[src/rtl/scale_pkg.sv]
// scale_pkg: shared FSM states, Q1.16 constants, RGB565 layout and default read latency
package scale_pkg;
  typedef enum logic [2:0] {IDLE, RD, WAIT, CALC, OUT, FLUSH} state_e;
  localparam int ONE        = 65536;
  localparam int HALF       = 32768;
  localparam int R_LSB      = 11;
  localparam int G_LSB      = 5;
  localparam int B_LSB      = 0;
  localparam int R_MAX      = 31;
  localparam int G_MAX      = 63;
  localparam int B_MAX      = 31;
  localparam int RD_LAT_DEF = 2;
endpackage

[src/rtl/vout_interp_rd_if.sv]
// vout_interp_rd_if: request, frame-buffer read and output-pixel buses
//   coo_*  : coordinate/weight request stream (valid/ready)
//   rd_*   : fixed-latency frame-buffer read port
//   vout_* : interpolated RGB565 output stream (valid/ready)
interface vout_interp_rd_if;
  logic        coo_valid;
  logic        coo_ready;
  logic [15:0] coordinate_x;
  logic [15:0] coordinate_y;
  logic [16:0] coefficient1;
  logic [16:0] coefficient2;
  logic [16:0] coefficient3;
  logic [16:0] coefficient4;
  logic        rd_en;
  logic [31:0] rd_addr;
  logic [15:0] rd_dat;
  logic        vout_valid;
  logic        vout_ready;
  logic [15:0] vout_dat;
  modport slave (
    input  coo_valid, coordinate_x, coordinate_y,
           coefficient1, coefficient2, coefficient3, coefficient4,
           rd_dat, vout_ready,
    output coo_ready, rd_en, rd_addr, vout_valid, vout_dat
  );
  modport master (
    output coo_valid, coordinate_x, coordinate_y,
           coefficient1, coefficient2, coefficient3, coefficient4,
           rd_dat, vout_ready,
    input  coo_ready, rd_en, rd_addr, vout_valid, vout_dat
  );
endinterface

[src/rtl/scale_rgb565_mac.sv]
// scale_rgb565_mac: 4-tap Q1.16 weighted sum per RGB565 channel with rounding and saturation
//   coef : four Q1.16 weights, index 0 = top-left
//   pix  : four RGB565 neighbour pixels, same order as coef
//   dat  : interpolated RGB565 pixel (combinational)
module scale_rgb565_mac
  import scale_pkg::*;
(
  input  logic [3:0][16:0] coef,
  input  logic [3:0][15:0] pix,
  output logic [15:0]      dat
);
  // 17b weight x 6b channel x 4 taps plus rounding bias fits in 26 bits
  function automatic logic [5:0] chan(input logic [3:0][16:0] c, input logic [3:0][5:0] v, input logic [5:0] mx);
    logic [25:0] s;
    s = 26'(HALF);
    for (int i = 0; i < 4; i++) s = s + 26'(c[i]) * 26'(v[i]);
    return (s[25:16] > 10'(mx)) ? mx : s[21:16];
  endfunction
  logic [3:0][5:0] r, g, b;
  logic [5:0] rs, gs, bs;
  always_comb begin
    for (int i = 0; i < 4; i++) begin
      r[i] = 6'(pix[i][R_LSB +: 5]);
      g[i] = pix[i][G_LSB +: 6];
      b[i] = 6'(pix[i][B_LSB +: 5]);
    end
  end
  assign rs  = chan(coef, r, 6'(R_MAX));
  assign gs  = chan(coef, g, 6'(G_MAX));
  assign bs  = chan(coef, b, 6'(B_MAX));
  assign dat = (16'(rs) << R_LSB) | (16'(gs) << G_LSB) | (16'(bs) << B_LSB);
endmodule

[src/rtl/vout_interp_rd.sv]
// vout_interp_rd: bilinear read side - fetches four neighbours, blends them, streams one RGB565 pixel
//   vin_clk, rst_n        : clock, async active-low reset
//   frame_sync_n          : synchronous frame abort, active-low
//   vin_xres, vin_yres    : source frame size
//   bus (slave)           : request stream, frame-buffer read port, output stream
module vout_interp_rd
  import scale_pkg::*;
#(
  parameter int RD_LAT = RD_LAT_DEF
) (
  input  logic                    vin_clk,
  input  logic                    rst_n,
  input  logic                    frame_sync_n,
  input  logic [15:0]             vin_xres,
  input  logic [15:0]             vin_yres,
  vout_interp_rd_if.slave         bus
);
  state_e state_q, state_d;
  logic [1:0] cnt_q, cnt_d, k_q, k_d;
  logic [RD_LAT-1:0] sh_q, sh_d;
  logic [15:0] fcnt_q, fcnt_d, x0_q, x0_d, x1_q, x1_d;
  logic [31:0] base0_q, base0_d, base1_q, base1_d, rd_addr_q, rd_addr_d;
  logic [3:0][16:0] coef_q, coef_d;
  logic [3:0][15:0] pix_q, pix_d;
  logic [15:0] dat_q, dat_d, mac_dat;
  logic rd_en_q, rd_en_d;
  logic [15:0] xm, ym, cx, cy, cx1, cy1;
  assign xm  = vin_xres - 16'd1;
  assign ym  = vin_yres - 16'd1;
  assign cx  = (bus.coordinate_x > xm) ? xm : bus.coordinate_x;
  assign cy  = (bus.coordinate_y > ym) ? ym : bus.coordinate_y;
  assign cx1 = (cx == xm) ? xm : cx + 16'd1;
  assign cy1 = (cy == ym) ? ym : cy + 16'd1;
  scale_rgb565_mac u_mac (.coef(coef_q), .pix(pix_q), .dat(mac_dat));
  always_comb begin
    state_d   = state_q;
    cnt_d     = cnt_q;
    k_d       = k_q;
    fcnt_d    = fcnt_q;
    x0_d      = x0_q;
    x1_d      = x1_q;
    base0_d   = base0_q;
    base1_d   = base1_q;
    rd_addr_d = rd_addr_q;
    rd_en_d   = rd_en_q;
    coef_d    = coef_q;
    pix_d     = pix_q;
    dat_d     = dat_q;
    // rd_en history: the top bit marks the cycle its read data is on rd_dat
    sh_d      = (sh_q << 1) | RD_LAT'(rd_en_q);
    if (!frame_sync_n) begin
      state_d = FLUSH;
      rd_en_d = 1'b0;
      k_d     = 2'd0;
      fcnt_d  = 16'd0;
    end else begin
      case (state_q)
        IDLE: if (bus.coo_valid) begin
          state_d   = RD;
          coef_d    = {bus.coefficient4, bus.coefficient3, bus.coefficient2, bus.coefficient1};
          x0_d      = cx;
          x1_d      = cx1;
          base0_d   = 32'(cy) * 32'(vin_xres);
          base1_d   = 32'(cy1) * 32'(vin_xres);
          rd_en_d   = 1'b1;
          rd_addr_d = 32'(cy) * 32'(vin_xres) + 32'(cx);
          cnt_d     = 2'd0;
          k_d       = 2'd0;
        end
        RD: begin
          cnt_d     = cnt_q + 2'd1;
          rd_en_d   = cnt_q != 2'd3;
          rd_addr_d = cnt_q == 2'd0 ? base0_q + 32'(x1_q) :
                      cnt_q == 2'd1 ? base1_q + 32'(x0_q) :
                      cnt_q == 2'd2 ? base1_q + 32'(x1_q) : rd_addr_q;
          if (cnt_q == 2'd3) state_d = WAIT;
        end
        CALC: begin
          dat_d   = mac_dat;
          state_d = OUT;
        end
        OUT: if (bus.vout_ready) state_d = IDLE;
        FLUSH: begin
          fcnt_d = fcnt_q + 16'd1;
          if (fcnt_q == 16'(RD_LAT - 1)) begin
            state_d = IDLE;
            fcnt_d  = 16'd0;
          end
        end
        default: ;
      endcase
      // returns can start while reads are still being issued
      if ((state_q == RD || state_q == WAIT) && sh_q[RD_LAT-1]) begin
        pix_d[k_q] = bus.rd_dat;
        k_d        = k_q + 2'd1;
        if (k_q == 2'd3) state_d = CALC;
      end
    end
  end
  always_ff @(posedge vin_clk or negedge rst_n) begin
    if (!rst_n) begin
      state_q   <= IDLE;
      cnt_q     <= '0;
      k_q       <= '0;
      sh_q      <= '0;
      fcnt_q    <= '0;
      x0_q      <= '0;
      x1_q      <= '0;
      base0_q   <= '0;
      base1_q   <= '0;
      rd_addr_q <= '0;
      rd_en_q   <= 1'b0;
      coef_q    <= '0;
      pix_q     <= '0;
      dat_q     <= '0;
    end else begin
      state_q   <= state_d;
      cnt_q     <= cnt_d;
      k_q       <= k_d;
      sh_q      <= sh_d;
      fcnt_q    <= fcnt_d;
      x0_q      <= x0_d;
      x1_q      <= x1_d;
      base0_q   <= base0_d;
      base1_q   <= base1_d;
      rd_addr_q <= rd_addr_d;
      rd_en_q   <= rd_en_d;
      coef_q    <= coef_d;
      pix_q     <= pix_d;
      dat_q     <= dat_d;
    end
  end
  assign bus.coo_ready  = rst_n && frame_sync_n && state_q == IDLE;
  assign bus.rd_en      = rd_en_q;
  assign bus.rd_addr    = rd_addr_q;
  assign bus.vout_valid = state_q == OUT;
  assign bus.vout_dat   = dat_q;
endmodule
[src/flat_wrapper.sv]
// flat-port wrapper written by rule: the top's interface ports become plain ports
module vout_interp_rd_flat import scale_pkg::*;
#(
  parameter int RD_LAT = RD_LAT_DEF
)
  (vin_clk, rst_n, frame_sync_n, vin_xres, vin_yres, bus_coo_valid, bus_coordinate_x, bus_coordinate_y, bus_coefficient1, bus_coefficient2, bus_coefficient3, bus_coefficient4, bus_rd_dat, bus_vout_ready, bus_coo_ready, bus_rd_en, bus_rd_addr, bus_vout_valid, bus_vout_dat);
  vout_interp_rd_if bus_i ();
  input  logic vin_clk;
  input  logic rst_n;
  input  logic frame_sync_n;
  input  logic [15:0] vin_xres;
  input  logic [15:0] vin_yres;
  input wire logic [$bits(bus_i.coo_valid)-1:0] bus_coo_valid;
  input wire logic [$bits(bus_i.coordinate_x)-1:0] bus_coordinate_x;
  input wire logic [$bits(bus_i.coordinate_y)-1:0] bus_coordinate_y;
  input wire logic [$bits(bus_i.coefficient1)-1:0] bus_coefficient1;
  input wire logic [$bits(bus_i.coefficient2)-1:0] bus_coefficient2;
  input wire logic [$bits(bus_i.coefficient3)-1:0] bus_coefficient3;
  input wire logic [$bits(bus_i.coefficient4)-1:0] bus_coefficient4;
  input wire logic [$bits(bus_i.rd_dat)-1:0] bus_rd_dat;
  input wire logic [$bits(bus_i.vout_ready)-1:0] bus_vout_ready;
  output wire logic [$bits(bus_i.coo_ready)-1:0] bus_coo_ready;
  output wire logic [$bits(bus_i.rd_en)-1:0] bus_rd_en;
  output wire logic [$bits(bus_i.rd_addr)-1:0] bus_rd_addr;
  output wire logic [$bits(bus_i.vout_valid)-1:0] bus_vout_valid;
  output wire logic [$bits(bus_i.vout_dat)-1:0] bus_vout_dat;
  assign bus_i.coo_valid = bus_coo_valid;
  assign bus_i.coordinate_x = bus_coordinate_x;
  assign bus_i.coordinate_y = bus_coordinate_y;
  assign bus_i.coefficient1 = bus_coefficient1;
  assign bus_i.coefficient2 = bus_coefficient2;
  assign bus_i.coefficient3 = bus_coefficient3;
  assign bus_i.coefficient4 = bus_coefficient4;
  assign bus_i.rd_dat = bus_rd_dat;
  assign bus_i.vout_ready = bus_vout_ready;
  assign bus_coo_ready = bus_i.coo_ready;
  assign bus_rd_en = bus_i.rd_en;
  assign bus_rd_addr = bus_i.rd_addr;
  assign bus_vout_valid = bus_i.vout_valid;
  assign bus_vout_dat = bus_i.vout_dat;
  vout_interp_rd #(.RD_LAT(RD_LAT)) u_core (.vin_clk(vin_clk), .rst_n(rst_n), .frame_sync_n(frame_sync_n), .vin_xres(vin_xres), .vin_yres(vin_yres), .bus(bus_i));
endmodule
[config.mk]
export PLATFORM = sky130hd
export DESIGN_NAME = vout_interp_rd_flat
export DESIGN_NICKNAME = d
export VERILOG_FILES = /design/src/rtl/scale_pkg.sv /design/src/rtl/vout_interp_rd_if.sv /design/src/rtl/scale_rgb565_mac.sv /design/src/rtl/vout_interp_rd.sv /design/src/flat_wrapper.sv
export SDC_FILE = /design/constraint.sdc
export NUM_CORES = 2
export LEC_CHECK = 0
export ABC_CLOCK_PERIOD_IN_PS = 20300
export BUFFER_PORTS_ARGS = -buffer_cell sky130_fd_sc_hd__buf_4
export CAP_MARGIN = 20
export CELL_PAD_IN_SITES_DETAIL_PLACEMENT = 2
export CELL_PAD_IN_SITES_GLOBAL_PLACEMENT = 2
export CORE_UTILIZATION = 45
export CTS_BUF_LIST = sky130_fd_sc_hd__clkbuf_8 sky130_fd_sc_hd__clkbuf_16
export DETAILED_ROUTE_END_ITERATION = 10
export PLACE_DENSITY_LB_ADDON = 0.2
export SLEW_MARGIN = 20
export SYNTH_ARGS = -nofsm -noshare
export SYNTH_HDL_FRONTEND = slang
export SYNTH_SLANG_ARGS = --single-unit
[constraint.sdc]
create_clock -name vin_clk -period 20.3 [get_ports vin_clk]
set_input_delay 1.015 -clock vin_clk [delete_from_list [all_inputs] [get_ports vin_clk]]
set_output_delay 1.015 -clock vin_clk [all_outputs]
set_load 0.02 [all_outputs]
==> key figures <==
Run status
  • Outcome: completed

Yosys
  • Post-synth cell types: 95
  • Register area share after synthesis: 11.1%
  • Synth Area in XOR/XNOR: 3.15%
  • Largest family of logic cells by synthesized area: adder cells
  • Post-synthesis async set-or-reset flop share: between 90% and 100%
  • Compound-Gate Fraction of Synth Area: 6.16%
  • Multiplexer area fraction after synthesis: 1.85%
  • Post-synth EDFFs: 0
  • Syn nets: 9694
  • Post-Syn Instances: 7635
  • Synth Register Bits: 302
  • Synth warn: 0
  • Mapped cell area: 68000 um2
  • Fraction of the mapped netlist area in adder cells: between 40% and 50%
  • Prevailing post-synth register cell: dfrtp_1
  • Syn_area_per_cell: 8.91 um2
  • Post-Synth Simple-Gate Area: 18.0%

Clock network
  • CTS Hold Bufs: 0
  • Clk_lat worst skew: 0.67 ns
  • Post-CTS Setup Inserts: 0
  • TritonCTS clock tree: yes
  • Sink Count: roughly 300
  • CTS H-Tree Depth: 2
  • CTS Buf Count: 44
  • Root Buffer: clkbuf_16
  • Worst-path clk slew: 0.06 ns
  • Post_cts resized: 0
  • Max clock buf depth: 3

Global route
  • Total GRT Usage: 34.0%
  • Vias in the first global route: 66.1k
  • First-pass GRT wire length: 393000 um
  • Antenna violations before repair: 6
  • Congestion Overflow GR: 0
  • Largest net degree at the start of global routing: 101

Placed design
  • # port buffers: between 200 and 250
  • Detail Placement HPWL: 201000 um
  • RePlAce Congestion: 0.858

Hold path
  • Tightest Hold Check Type: input pin to async pin

STA
  • RSZ-0062 raised after global routing: false
  • Worst Skew: 0.0403 ns
  • Final setup viols: 0
  • Final worst path period need: 12.79 ns
  • Worst rel slew slack: 22.6%
  • Final hold vios: 0
  • Setup TNS: 0 ns
  • Fmax: 0.0782 GHz
  • Slew Viols, Final: 0
  • Slew @ Worst Pin: 1.16 ns
  • Final cycle utilization of the critical path: between 60% and 70%

Flow run
  • Max-Cap Viols: 0

Floorplanning
  • Die Y: 391 um
  • I/O Pins: 204
  • Rows: approximately 140
  • Initial Util: 45.3%
  • Core Footprint: 150000 um2
  • Total die area: about 150000 um2
  • Die width: 391 um

Routing
  • DRT iter0 DRCs: between 2k and 3k
  • Drt wl/cell: 26.1 um
  • Vias per cell: ~5.6
  • Routed vias: 53.7k
  • Post-route ant nets: 0
  • TritonRoute pass-1 iters: 7
  • Total Wirelength: approximately 250000 um
  • # DRC: 0

Layout
  • Most common cell after layout, fill and taps aside: nand2_1
  • Layout cells sized above 1: 6.72%
  • Commonest cells after routing, fill and taps aside: 1458 x nand2_1, 1433 x inv_1, 1323 x fa_1
  • Layout area overhead: 7.07%
  • Final Net Count: 9656

Setup path
  • Nature of the critical path startpoint: input pin
  • CP Class: input pin to flip-flop
  • Top cell by count, worst path: fa_1
  • Crit path max fanout: 22
  • Critical path arrival: 13.31 ns
  • Crit path required time: 20.82 ns
  • Max incr delay on CP: 0.75 ns
  • Slowest CP cell: nor4_1
  • Crit. End Element: flip-flop
synthesized netlist by cell type, types with 11 or more instances:
cell,instances,area share [%]
a22oi_1,15,0.17
nor3_1,47,0.35
nand4_1,26,0.24
nor2_1,168,0.93
o21ai_1,13,0.096
nand3_1,52,0.38
a31oi_1,22,0.20
nor4_1,16,0.15
inv_1,1422,7.8
o31ai_1,11,0.12
o21ai_0,191,1.4
xor2_1,96,1.2
mux2i_1,22,0.32
xnor2_1,147,1.9
buf_2,11,0.081
and2_1,647,6.0
nor2b_1,18,0.17
dfrtp_1,302,11
or3_1,11,0.10
o211ai_1,19,0.21
a211oi_1,27,0.30
a21oi_1,175,1.3
nand3b_1,14,0.15
mux2_2,86,1.4
a21o_1,64,0.71
nand2b_1,34,0.31
and3_1,31,0.29
nand2_1,1459,8.1
clkbuf_1,357,2.0
o21a_1,25,0.28
ha_1,583,11
o21bai_1,16,0.18
fa_1,1323,39
nor3b_1,16,0.18
critical path: cells and delay by family:
kind / cells / cell delay [ns]
adders and majority gates: 9 / 4.25
and+or+nand+nor: 14 / 3.85
AOI/OAI and AO/OA: 6 / 2.10
buffers and inverters: 6 / 0.80
xor gates and xnor gates: 3 / 0.76
muxes: 1 / 0.51
stage by stage:
| stage | area [um2] | std cells | util (%) | hold WS (ns) | worst slack (ns) |
|---|---|---|---|---|---|
| floorplan | 68000 | 7635 | - | 0.331 | 9.04 |
| global placement | 71300 | 9566 | 47.6 | 0.334 | 7.77 |
| detailed placement | 71300 | 9566 | 47.6 | 0.347 | 7.06 |
| CTS | 72800 | 9648 | 48.5 | 0.289 | 7.57 |
| global route | 72800 | 9649 | 48.6 | 0.307 | 6.88 |
| finish | 72800 | 9650 | 48.6 | 0.268 | 7.51 |
state kept, by name (all words and copies together) (netlist names), 16 cells and up:
signal               cells
u_core.bus.rd_addr      32
u_core.x1_q             16
u_core.base0_q          32
u_core.x0_q             16
u_core.base1_q          32
u_core.fcnt_q           16
u_core.pix_q            64
u_core.coef_q           68
u_core.bus.vout_dat     16
cell families (layout without fill, tap and decap cells):
| family | after synthesis | count (layout) |
|---|---|---|
| compound gates | 669 | 669 |
| xor+xnor | 244 | 244 |
| fa+ha+maj | 1906 | 1906 |
| buf+inv | 1810 | 1808 |
| flops | 302 | 302 |
| mux | 111 | 111 |
| other cells | 0 | 1 |
| simple gates | 2593 | 2593 |
layout make-up:
cell class,count,area (um2)
fill,16300,77100
multi-input combinational,5523,53600
sequential,302,7560
inverter,1423,5340
tap,2016,2520
timing repair buffer,303,2280
clock buffer,48,1160
clock inverter,34,324
antenna,1,2.50
worst paths after layout:
check | startpoint | to | slack, ns | cells past startpoint
min reg2reg | u_core.sh_q[0] | u_core.sh_q[1] | 0.36 | 0
min in group vin_clk | u_core.sh_q[0] | u_core.sh_q[1] | 0.36 | 0
max | vin_yres[7] | u_core.bus.rd_addr[29] | 7.51 | 39
max reg2reg | u_core.coef_q[3] | u_core.bus.vout_dat[13] | 10.41 | 28
max in group asynchronous | rst_n | u_core.pix_q[41] | 17.75 | 3
min | rst_n | u_core.bus.rd_addr[7] | 0.27 | 1
metal layers:
| metal | track usage, % | up-vias | part of all wire [%] |
|---|---|---|---|
| met1 | 36.9 | 28700 | 36 |
| li1 | - | 23100 | - |
| met4 | 21.5 | 2 | 7.4 |
| met2 | 63.3 | 1262 | 53 |
| met3 | 3.21 | 685 | 3.3 |
| met5 | 0 | - | 0.0048 |
Power is not shown: default switching activity piles up to over one toggle a cycle in this logic, so the estimate is an artifact.
